**config.mk**
```make
export PLATFORM = sky130hd
export DESIGN_NAME = register_file_multiport
export DESIGN_NICKNAME = d
export VERILOG_FILES = /design/src/rtl/register_file_multiport.sv
export SDC_FILE = /design/constraint.sdc
export NUM_CORES = 2
export LEC_CHECK = 0
export ABC_CLOCK_PERIOD_IN_PS = 4100
export BUFFER_PORTS_ARGS = -buffer_cell sky130_fd_sc_hd__buf_2
export CAP_MARGIN = 25
export CORE_MARGIN = 8
export CORE_UTILIZATION = 55
export DETAILED_ROUTE_END_ITERATION = 8
export HOLD_SLACK_MARGIN = 0.1
export PLACE_DENSITY = 0.68
export SYNTH_ARGS = -nofsm -noshare
export SYNTH_HDL_FRONTEND = slang
export SYNTH_SLANG_ARGS = --single-unit
export TNS_END_PERCENT = 5
```
**constraint.sdc**
```tcl
create_clock -name CLK -period 4.1 [get_ports CLK]
set_clock_uncertainty 0.05 [all_clocks]
set_input_delay 0.615 -clock CLK [delete_from_list [all_inputs] [get_ports CLK]]
set_output_delay 0.615 -clock CLK [all_outputs]
set_load 0.01 [all_outputs]
```
**src/rtl/register_file_multiport.sv**
```systemverilog
`default_nettype none
// ============================================================================
//  Module      : register_file_multiport
//  Description : Parametrised multi-read-port register file. Reads are
//                combinational. After reset a sequential clear sweep zeroes
//                every entry. out_ready rises once the bank is usable.
//                Options: hardwired-zero register 0, and forwarding of
//                same-cycle write data to the read ports.
//  Revision    : 1.0 - initial release
// ============================================================================
module register_file_multiport #(
  parameter int DATA_W   = 32,
  parameter int NUM_REGS = 32,
  parameter int NUM_READ = 3,
  parameter bit ZERO_REG = 1'b1,
  parameter bit BYPASS   = 1'b1,
  localparam int AW      = (NUM_REGS > 1) ? $clog2(NUM_REGS) : 1
) (
  input  logic                         CLK,
  input  logic                         RESET,
  input  logic                         in_write_enable,
  input  logic [AW-1:0]                in_write_register_select,
  input  logic [DATA_W-1:0]            in_write_data,
  input  logic [NUM_READ*AW-1:0]       in_read_register_select,
  output logic [NUM_READ*DATA_W-1:0]   out_read_data,
  output logic                         out_ready
);

  // Index of the last entry swept by the clear, and the entry count widened
  // by one bit so that a power-of-two NUM_REGS still fits.
  localparam logic [AW-1:0] C_LAST_IDX = AW'(NUM_REGS - 1);
  localparam logic [AW:0]   C_NUM_REGS = (AW + 1)'(NUM_REGS);

  typedef enum logic [0:0] {
    ST_INIT  = 1'b0,
    ST_READY = 1'b1
  } state_t;

  state_t              r_state;
  state_t              w_state_next;
  logic [AW-1:0]       r_clear_idx;
  logic [AW-1:0]       w_clear_idx_next;
  logic                r_ready;
  logic                w_ready_next;
  logic                w_clear_last;

  logic                w_wsel_in_range;
  logic                w_wsel_is_zero;
  logic                w_write_ok;

  logic [DATA_W-1:0]   r_bank [NUM_REGS];

  assign w_clear_last = (r_clear_idx == C_LAST_IDX);

  // State, clear pointer and ready flag; the only async-reset state
  always_ff @(posedge CLK or negedge RESET) begin
    if (!RESET) begin
      r_state     <= ST_INIT;
      r_clear_idx <= '0;
      r_ready     <= 1'b0;
    end else begin
      r_state     <= w_state_next;
      r_clear_idx <= w_clear_idx_next;
      r_ready     <= w_ready_next;
    end
  end

  // Next-state: sweep the clear pointer in INIT, leave on the last entry
  always_comb begin
    w_state_next     = r_state;
    w_clear_idx_next = r_clear_idx;
    w_ready_next     = r_ready;
    case (r_state)
      ST_INIT: begin
        w_clear_idx_next = r_clear_idx + AW'(1);
        if (w_clear_last) begin
          w_state_next     = ST_READY;
          w_ready_next     = 1'b1;
          w_clear_idx_next = '0;
        end
      end
      ST_READY: begin
        w_ready_next = 1'b1;
      end
      default: begin
        w_state_next     = ST_INIT;
        w_clear_idx_next = '0;
        w_ready_next     = 1'b0;
      end
    endcase
  end

  assign out_ready = r_ready;

  // Write qualification: only in READY, in-range index, never to a hardwired zero
  always_comb begin
    w_wsel_in_range = ({1'b0, in_write_register_select} < C_NUM_REGS);
    w_wsel_is_zero  = ZERO_REG && (in_write_register_select == '0);
    w_write_ok      = in_write_enable && (r_state == ST_READY) &&
                      w_wsel_in_range && !w_wsel_is_zero;
  end

  // Storage: zero one entry per cycle during INIT, accept qualified writes after.
  // Contents are deliberately not reset; the clear sweep handles that.
  always_ff @(posedge CLK) begin
    if (r_state == ST_INIT) begin
      r_bank[r_clear_idx] <= '0;
    end else if (w_write_ok) begin
      r_bank[in_write_register_select] <= in_write_data;
    end
  end

  // One independent combinational read mux per port
  for (genvar p = 0; p < NUM_READ; p++) begin : g_read
    logic [AW-1:0]     w_rsel;
    logic [DATA_W-1:0] w_rdata;

    assign w_rsel = in_read_register_select[p*AW +: AW];

    // Priority: clearing, out of range, hardwired zero, forward, stored value
    always_comb begin
      w_rdata = '0;
      if (r_state == ST_INIT) begin
        w_rdata = '0;
      end else if ({1'b0, w_rsel} >= C_NUM_REGS) begin
        w_rdata = '0;
      end else if (ZERO_REG && (w_rsel == '0)) begin
        w_rdata = '0;
      end else if (BYPASS && in_write_enable &&
                   (in_write_register_select == w_rsel)) begin
        w_rdata = in_write_data;
      end else begin
        w_rdata = r_bank[w_rsel];
      end
    end

    assign out_read_data[p*DATA_W +: DATA_W] = w_rdata;
  end

endmodule
`default_nettype wire

```
Word level (Yosys, flattened, before mapping)
Memory sizes are Yosys's and may differ from the RTL's.
Cells that the tools add are included.
{ "totals": {"register_bits": 7, "mem_bits_rw": 1024, "output_inout_bits": 97, "memories": 1} }
{ "mem_list": {"columns": ["name", "words", "word_bits", "rd", "rd_clocked_by_memory_dff", "wr", "line", "text"], "rows": [
  ["r_bank", 32, 32, 3, 0, 1, "51", "logic [DATA_W-1:0] r_bank [NUM_REGS];"]
]} }
{ "op_classes": {"addsub": 1, "eq_ne": 5, "mux": 21, "bitwise_logic": 1, "n_reduce_logical": 11} }
{ "op_table": {"columns": ["cell", "n"], "rows": [
  ["$mux W32", 10],
  ["$reduce_or A32 Y1", 1],
  ["$logic_not A5 Y1", 4],
  ["$eq A5 B5 Y1", 3],
  ["$mux W5", 2],
  ["$mux W1", 8],
  ["$add A5 B1 Y5 const B", 1],
  ["$eq A5 B5 Y1 const B", 1],
  ["$logic_and A1 B1 Y1", 5],
  ["$ne A2 B2 Y1 const B", 1],
  ["$pmux W1 S2", 1],
  ["$logic_not A1 Y1", 1],
  ["$not A1 Y1", 1]
]} }

Longest topological paths before layout
{ "logic_depth": {"ltp_word": 8, "depth_mapped": 10, "mapped_depth_nobuf": 6} }

Least setup slack after synthesis
OpenSTA, ideal clock, no wires.
{ "synth_timing": {"kind": "input to register", "startpoint": "input port in_write_register_select[0]", "endpoint": "memory r_bank[23][0] (enable)", "arrival_ns": 3.307, "slack_ns": 0.322, "path_stages": 6, "path_cell_list": "buf_2 > or4_1 > nor3_1 > a32oi_1 > o21a_1 > nor2_1"} }
{ "synth_via": {"elab_chain_cells": 8} }
{ "synth_lines": {"columns": ["element", "line", "text"], "rows": [
  ["start, declared", "22", "input logic [AW-1:0] in_write_register_select,"],
  ["$logic_not A5 Y1", "98", "w_wsel_is_zero = ZERO_REG && (in_write_register_select == '0);"],
  ["$logic_not A1 Y1", "100", "w_wsel_in_range && !w_wsel_is_zero;"],
  ["$logic_and A1 B1 Y1", "100", null],
  ["$mux W1", "108", "end else if (w_write_ok) begin"],
  ["$mux W1", "106", "if (r_state == ST_INIT) begin"],
  ["$mux W1 (not written as such)", "109", "r_bank[in_write_register_select] <= in_write_data;"],
  ["$reduce_or A32 Y1 (no source line)", null, null],
  ["$mux W5 (no source line) or $mux W1 (tied branches)", null, null],
  ["end, declared", "51", null]
]} }
Parallel ways exist; a longest one is shown, timed or not.

Worst setup path in the final report
{ "layout_timing": {"startpoint": "register r_state", "endpoint": "output port out_read_data[83]"} }
{ "layout_via": {"elab_chain_cells": 1} }
{ "layout_lines": {"columns": ["element", "line", "text"], "rows": [
  ["start, declared", "39", "state_t r_state;"],
  ["start signal, assigned", "62", "r_state <= w_state_next;"],
  ["$mux W32", "123", "if (r_state == ST_INIT) begin"],
  ["end, declared", "25", "output logic [NUM_READ*DATA_W-1:0] out_read_data,"]
]} }
Every way passes these cells.

==> summary.txt <==
Logic synthesis
  • Unique cell type count in the Yosys netlist: 58
  • Syn_nets: 3806
  • Synthesis Warnings: 0
  • Mapped cell area: 58560 µm²
  • Simple-gate area share of the yosys netlist: 3.842%
  • Largest family of logic cells by synthesized area: multiplexers
  • Post-Syn Instances: 3749
  • FF+latch count, synth: 1031
  • EDFF count, synth: 1024
  • Top_reg_cell synth: edfxtp_1
  • Multiplexer area fraction after synthesis: 30.84%
  • XOR/XNOR Fraction of Synth Area: 0.2094%
  • Compound-Gate Fraction of Synth Area: 8.709%
  • Sequential element share of the synthesized area: 52.81%
  • Adder-cell share of the synthesized area: 0.04273%
  • Avg Synthesized Cell Area: 15.62 µm²
  • Ys async rst share: 0.6790%

Global route
  • Vias in the first global route: 43220
  • Gr busiest metal: met2
  • Met2 Use GR: 56.88%
  • Pin count of the biggest net entering global routing: 65
  • GRT Residual Overflow: 0
  • Initial antenna violation count: 10
  • Met3 Track Usage GR: 13.34%
  • GRT met1 Usage: 51.15%
  • First-pass GRT wire length: 324.3 mm
  • Gr usage total: 39.11%

Placed design
  • Placed cell area: 63050 µm²
  • Placed instance count: 5261
  • Routability cong.: 0.9863
  • Port-buffer cells: 151
  • DP HPWL: 145.2 mm

Power
  • Net Sw Power: 6.445 mW
  • Comb pwr share: 13.4%
  • Pwr/cell area: 375.6 nW/µm²
  • Leakage: 24.80 nW
  • Clock power frac: 40.2%
  • Sw frac: 25.70%
  • Pint: 18.63 mW
  • Peak supply drop: 389.9 µV
  • Final total power: 25.07 mW
  • Power share of the sequential group: 46.4%

Timing
  • Crit share post-route: 100.2%
  • Final WS setup: -6.597 ps
  • Max-slew violations: 0
  • RSZ-0062 raised after global routing: no
  • Max frequency: 0.2435 GHz
  • Worst-margin pin slew: 1054 ps
  • Max_slew headroom: 29.38%
  • Worst hold slack: 223.9 ps
  • Tmin final: 4107 ps
  • Fin. Hold Viols: 0
  • Final setup fails: 1

Floorplan
  • I/O Pins: 152
  • Die X: 342.3 µm
  • Starting Density: 55.55%
  • Row count: 119
  • Die ar.: 117200 µm²
  • Core Region: 105400 µm²
  • Die height: 342.3 µm

Critical path
  • Worst-path cell chain: a21boi_2, buf_4, nor2b_2, buf_4, a22o_1, buf_2
  • CP max stage delay: 600 ps
  • Crit path required time: 3430 ps
  • Levels on crit path: 6
  • Cell family with most CP delay: buffers and inverters
  • Critical path type: flip-flop to primary output
  • Startpoint types: flip-flop
  • Crit path DAT: 3440 ps
  • Crit-path max FO: 15
  • CP max-delay cell: dfrtp_1
  • WP buf/inv: 3
  • CP most frequent cell: buf_4
  • CP endpoint kind: primary output
  • Reg2Reg Depth: 4

Outcome
  • Run status: finished with violations
  • Failing checks: DRC, setup timing

Hold path
  • Hold Crit Class: input port to asynchronous set/reset pin

Layout
  • Cell area after layout: 66750 µm²
  • Layout cells sized above 1: 30.05%
  • Most frequent cells in the layout: edfxtp_1, mux2i_1, mux4_2
  • Commonest non-fill, non-tap cell in the layout: edfxtp_1
  • Final net count: 4044
  • Post-Route Utilization: 63.32%
  • Area growth from synthesis to layout: 13.98%
  • Fin cells: 5477

CTS
  • Postcts setup bufs: 0
  • Worst-path clk slew: 60 ps
  • CTS Buf Count: 112
  • Worst-Skew Late Latency: 700 ps
  • H-tree depth: 3
  • Max clock buf depth: 3
  • CTS tree: built
  • Clk sinks: 1031
  • Hold buffers post-CTS: 1
  • Post-CTS sizing: 0
  • Root Driver: clkbuf_16

Routing
  • Via-to-Cell Ratio: 8.016
  • Drt pass-1 iters: 8
  • Total number of vias: 43900
  • 1st-iter DRT viols: 7376
  • WL/cell: 42.96 µm
  • Final wirelength: 235.3 mm
  • Remaining antenna violation count after routing: 0
  • DR DRC count: 1

Job
  • Max_cap viols: 0
-- final timing paths --
kind                                       start                        to  slack, ps
min in group CLK                in_write_data[4]   r_bank[13][4]$_DFFE_PP_        400
max                            r_state$_DFF_PN0_         out_read_data[83]         -7
max in group asynchronous                  RESET         r_state$_DFF_PN0_       3620
max reg2reg                    r_state$_DFF_PN0_  r_bank[23][24]$_DFFE_PP_       1170
min reg2reg                out_ready$_DFFE_PN0P_     out_ready$_DFFE_PN0P_        490
min                                        RESET     out_ready$_DFFE_PN0P_        220
-- sequential cells by signal (all words and copies together) (netlist names) --
name	cells
out_ready	1
r_bank	1024
r_clear_idx	5
r_state	1
-- power by group through the flow --
stage                     Clock (mW)  Sequential [mW]  Combinational [mW]
after floorplan                    0             11.9                1.87
final                           10.1             11.6                3.37
after CTS                       10.1             11.6                3.25
after global routing            10.4             11.6                3.41
after global placement             0             11.9                3.19
after detailed placement           0             11.9                3.23
-- cell type report --
type	count	area [µm²]
Fill cell	7513	38670
Sequential cell	1031	30920
Multi-Input combinational cell	2354	25960
Timing Repair Buffer	484	4469
Clock buffer	141	3058
Tap cell	1391	1740
Clock inverter	66	560.5
Inverter	4	15.01
Antenna cell	6	15.01
-- cells in the mapped netlist (20+ instances only) --
cell / instances / share of area [%]
mux4_2: 454 / 17
a211oi_1: 80 / 1.0
nor3_1: 70 / 0.60
buf_2: 82 / 0.70
mux2_2: 22 / 0.42
o221a_1: 52 / 1.0
mux2i_1: 758 / 13
o22ai_1: 54 / 0.58
nor2_1: 50 / 0.32
nand3_1: 68 / 0.58
clkbuf_1: 147 / 0.94
a22oi_1: 230 / 2.9
o211ai_1: 20 / 0.26
o221a_2: 24 / 0.46
edfxtp_1: 1024 / 53
buf_4: 76 / 0.97
o221ai_1: 56 / 0.84
buf_6: 35 / 0.67
nand2_1: 102 / 0.65
and2_1: 36 / 0.38
nor2b_1: 78 / 0.83
a21oi_1: 65 / 0.56
-- cell families (layout without fill, tap and decap cells) --
logic type | after synthesis | after routing
buffers and inverters | 364 | 695
DFF | 1031 | 1031
muxes | 1234 | 1234
xor gates and xnor gates | 14 | 14
other | 0 | 6
AOI/OAI and AO/OA | 658 | 658
adders and majority gates | 2 | 2
and+or+nand+nor | 446 | 446
-- through the flow --
step	setup TNS, ps	setup WS (ps)
4_1_cts	0	93.07
2_1_floorplan	0	322.0
6_report	-6.597	-6.597
5_1_grt	0	53.93
3_3_place_gp	0	392.3
3_5_place_dp	0	372.0
-- routing by layer --
layer,share of wire (%),routed length [µm]
met2,43,100400
met5,0.022,51
met3,16,37900
met4,7.3,17180
met1,34,79750
(Power assumes the default switching activity.)
